<file path="config.mk">
export PLATFORM = sky130hd
export DESIGN_NAME = ti_sbox_sequencer
export DESIGN_NICKNAME = d
export VERILOG_FILES = /design/src/rtl/ti_sbox_sequencer.sv
export SDC_FILE = /design/constraint.sdc
export NUM_CORES = 1
export LEC_CHECK = 0
export BUFFER_PORTS_ARGS = -buffer_cell sky130_fd_sc_hd__buf_2
export CORE_MARGIN = 2
export CORE_UTILIZATION = 42
export CTS_CLUSTER_DIAMETER = 120
export DETAILED_ROUTE_END_ITERATION = 12
export PLACE_DENSITY = 0.68
export SKIP_CTS_REPAIR_TIMING = 1
export SYNTH_ARGS = -nofsm -noshare
export SYNTH_HDL_FRONTEND = slang
export SYNTH_SLANG_ARGS = --single-unit
</file>
<file path="constraint.sdc">
create_clock -name clk -period 1.4 [get_ports clk]
set_clock_uncertainty 0.05 [all_clocks]
set_input_delay 0 -clock clk [delete_from_list [all_inputs] [get_ports clk]]
set_output_delay 0 -clock clk [all_outputs]
set_load 0.005 [all_outputs]
</file>
<file path="src/rtl/ti_sbox_sequencer.sv">
// Serial sequencer that streams a three-share NIB-nibble state through one shared
// two-stage threshold-implementation S-box and collects the substituted result.
module ti_sbox_sequencer #(
    parameter int NIB = 16
) (
    input  logic             clk,
    input  logic             rst_n,
    input  logic             start,
    input  logic [4*NIB-1:0] din_a,
    input  logic [4*NIB-1:0] din_b,
    input  logic [4*NIB-1:0] din_c,
    output logic [11:0]      s1_in,
    input  logic [11:0]      s1_out,
    output logic [11:0]      s2_in,
    input  logic [11:0]      s2_out,
    output logic [4*NIB-1:0] dout_a,
    output logic [4*NIB-1:0] dout_b,
    output logic [4*NIB-1:0] dout_c,
    output logic             busy,
    output logic             done
);

    localparam int W  = 4 * NIB;
    localparam int CW = $clog2(NIB + 1);
    localparam logic [CW-1:0] NIB_CNT = CW'(NIB);

    typedef enum logic {IDLE, RUN} state_t;

    state_t         state, state_nx;
    logic [CW-1:0]  cnt;
    logic [W-1:0]   sh_a, sh_b, sh_c;
    logic [W-1:0]   res_a, res_b, res_c;
    logic [W-1:0]   ins_a, ins_b, ins_c;
    logic [11:0]    st1, st2;
    logic           v1, v2;
    logic           done_r;
    logic           issuing, load, last;

    always_ff @(posedge clk or negedge rst_n) begin
        if (!rst_n) state <= IDLE;
        else        state <= state_nx;
    end

    // The pipeline has drained when stage 2 holds the final nibble and stage 1 is empty.
    always_comb begin
        state_nx = state;
        issuing  = 1'b0;
        load     = 1'b0;
        last     = 1'b0;
        case (state)
            IDLE: begin
                if (start) begin
                    load     = 1'b1;
                    state_nx = RUN;
                end
            end
            RUN: begin
                issuing = (cnt < NIB_CNT);
                last    = v2 && !v1;
                if (last) state_nx = IDLE;
            end
            default: state_nx = IDLE;
        endcase
    end

    assign ins_a = W'(st2[3:0])  << (W - 4);
    assign ins_b = W'(st2[7:4])  << (W - 4);
    assign ins_c = W'(st2[11:8]) << (W - 4);

    always_ff @(posedge clk or negedge rst_n) begin
        if (!rst_n) begin
            cnt    <= '0;
            sh_a   <= '0;
            sh_b   <= '0;
            sh_c   <= '0;
            st1    <= '0;
            st2    <= '0;
            v1     <= 1'b0;
            v2     <= 1'b0;
            res_a  <= '0;
            res_b  <= '0;
            res_c  <= '0;
            done_r <= 1'b0;
        end else begin
            if (load) begin
                sh_a <= din_a;
                sh_b <= din_b;
                sh_c <= din_c;
                cnt  <= '0;
            end else if (issuing) begin
                sh_a <= sh_a >> 4;
                sh_b <= sh_b >> 4;
                sh_c <= sh_c >> 4;
                cnt  <= cnt + CW'(1);
            end
            // Stage registers are the glitch barrier between the two TI stages.
            st1 <= s1_out;
            v1  <= issuing;
            st2 <= s2_out;
            v2  <= v1;
            if (v2) begin
                res_a <= (res_a >> 4) | ins_a;
                res_b <= (res_b >> 4) | ins_b;
                res_c <= (res_c >> 4) | ins_c;
            end
            done_r <= last;
        end
    end

    assign s1_in  = issuing ? {sh_c[3:0], sh_b[3:0], sh_a[3:0]} : 12'h000;
    assign s2_in  = st1;
    assign dout_a = res_a;
    assign dout_b = res_b;
    assign dout_c = res_c;
    assign busy   = (state == RUN);
    assign done   = done_r;

endmodule

</file>
==> flow_metrics.tcl <==
set metrics [dict create \
    status "finished, violations left" \
    failed_checks "negative hold slack, negative setup slack" \
    fp.coreArea_um2 38800 \
    synthFlopType "dfrtp_1" \
    ctsRootBufferMaster "clkbuf_16" \
    synth-edff-count 0 \
    ys_types 24 \
    dieArea_um2 41200 \
    drt_iter0_markers 1563 \
    antenna_found_initial 1 \
    ioPinCount 437 \
    first_pass_iters 6 \
    grt_usage_pct 20.8 \
    async_reset_ff_share_pct 100 \
    htreeDepth 2 \
    rsz0062_at_grt "true" \
    yosysWarnings 0 \
    ys_ff_latch 417 \
    reg2reg_depth 4 \
    synth_nets 1677 \
    tns_ps -30030 \
    wire_per_inst_um 21.2 \
    grt_overflow 0 \
    wl_mm 58.3 \
    hold_violations 25 \
    path_clk_slew_ps 70 \
    clockBufferDepth 3 \
    ys_seq_area_share_pct 62.7 \
    setup_violations 218 \
    synth_area_um2 16600 \
    hold_class "primary input to async pin" \
    cp-start-kind "flip-flop" \
    die_y_um 203 \
    grt_pass1_vias 12500 \
    setup_slack_ps -345 \
    vias 15300 \
    fin_nets 2423 \
    synth_cells 1457 \
    cp.required_ps 1350 \
    hpwl_mm 30.9 \
    worstMarginPinSlew_ps 958 \
    viasPerCell 5.55 \
    grt_first_pass_wirelength_mm 68.0 \
    die_w_um 203 \
    crit_fanout 7 \
    place_congestion 0.834 \
    route.detailed.drc 0 \
    fill_cells 2663 \
    port_buffers 436 \
    powerDensity_nw_per_um2 2440 \
    final_util_pct 65.2 \
    clock_latency_ps 560 \
    cts_buffers 44 \
    cts_tree "yes" \
    netlist_top_cells_count "417 x dfrtp_1, 339 x nand2_1, 193 x mux2_2" \
    cts_sinks 417 \
    ant_nets 0 \
    relSlewSlack_pct 35.9 \
    start_util_pct 42.8 \
    period_share_pct 125 \
    hold-worst-slack_ps -53.2 \
    path_class "flip-flop to output port" \
    slew_violations 0 \
    syn_avg_cell_area_um2 11.4 \
    cp.arrival_ps 1700 \
    crit_path_end_kind "output port" \
    cap_violations 0 \
    clock.fmax_ghz 0.573 \
    synth.area.top_cells "dfrtp_1 63%, mux2_2 13%, nand2_1 7.6%" \
    min_period_ps 1750 \
    syn_to_final_growth_pct 52.2 \
    yosysTopAreaCell "dfrtp_1" \
    drive_above_1_share_pct 43.6 \
    ir_drop_mv 1.34 \
    yosysMostFrequentCell "dfrtp_1" \
    fp-row-count 72 \
    grt_max_degree 71 \
    yosysTopAreaCellShare_pct 62.7 \
    power_leakage_nw 11.9 \
]
layer usage:
layer / GRT usage (%) / part of all wire (%)
met1: 29.1 / 37
met2: 32.4 / 48
met3: 4.43 / 10
met4: 7.04 / 4.2
met5: 0 / 0
placed cells by master, fill, tap and decap left out, types with 18 or more instances in the layout:
cell,synthesis,layout
nor2_1,159,84
dfrtp_1,417,416
nand3_1,26,26
a31oi_2,0,18
mux2_2,193,193
buf_2,71,423
a22oi_1,25,19
buf_4,7,64
nor2_2,0,64
nand2_1,339,332
buf_6,11,19
clkbuf_16,0,74
buf_12,0,37
dlygate4sd3_1,0,220
a31oi_1,156,135
flip-flops by register name, summed over array words and instances, names as in the netlist, 5 cells and up:
name,cells
cnt,5
dout_a,64
dout_b,64
dout_c,64
s2_in,12
sh_a,64
sh_b,64
sh_c,64
st2,12
critical path, cell delays in order, from the launching register on:
cell	delay (ps)
dfrtp_1	390
nand2b_4	170
inv_6	80
buf_12	130
buf_12	110
and2_4	160
buf_6	100
through the flow:
stage / area, µm² / total power, W / setup WS, ps / hold WS, ps / cells
2_1_floorplan: 16600 / 0.0341 / 67.9 / -346 / 1457
3_3_place_gp: 19900 / 0.0419 / -207 / -71.3 / 2381
3_5_place_dp: 19900 / 0.0427 / -235 / -63.2 / 2381
4_1_cts: 21300 / 0.0543 / -614 / -668 / 2459
5_1_grt: 25300 / 0.0648 / -429 / -38.9 / 2754
6_report: 25300 / 0.0617 / -345 / -53.2 / 2754
worst paths after layout:
check,start,endpoint,slack (ps)
setup / recovery,cnt[4]$_DFFE_PN0P_,s1_in[10],-350
hold / removal,rst_n,sh_b[52]$_DFFE_PN0P_,-50
setup reg to reg,busy$_DFF_PN0_,sh_a[63]$_DFFE_PN0P_,-320
hold reg to reg,v1$_DFF_PN0_,v2$_DFF_PN0_,330
max in group asynchronous,rst_n,s2_in[3]$_DFF_PN0_,-140
min in group clk,s2_out[0],st2[0]$_DFF_PN0_,30
kinds of logic after synthesis:
logic type / count (synthesis) / synth area share [%]
multiplexers: 195 / 13.2
buffers and inverters: 107 / 3.60
AO/OA/AOI/OAI: 196 / 7.72
flip-flops: 417 / 62.7
AND/OR/NAND/NOR: 541 / 12.7
adder cells (fa/ha/maj): 1 / 0.0752
layout make-up:
class	count	area [µm²]	share of cell area, %
sequential	417	10400	41.2
clock inverter	17	134	0.529
tap	518	648	2.56
inverter	2	12.5	0.0494
antenna	1	2.50	0.00988
multi-input combinational	933	6100	24.1
timing repair buffer	805	6730	26.6
clock buffer	61	1270	5.00
power breakdown:
| group | internal (W) | leakage [nW] | total, W | switching, W |
|---|---|---|---|---|
| sequential | 0.0180 | 4.99 | 0.0224 | 0.00434 |
| clock | 0.00652 | 0.693 | 0.0114 | 0.00492 |
| combinational | 0.0147 | 6.20 | 0.0279 | 0.0132 |
Power figures use the tool's default switching activity.
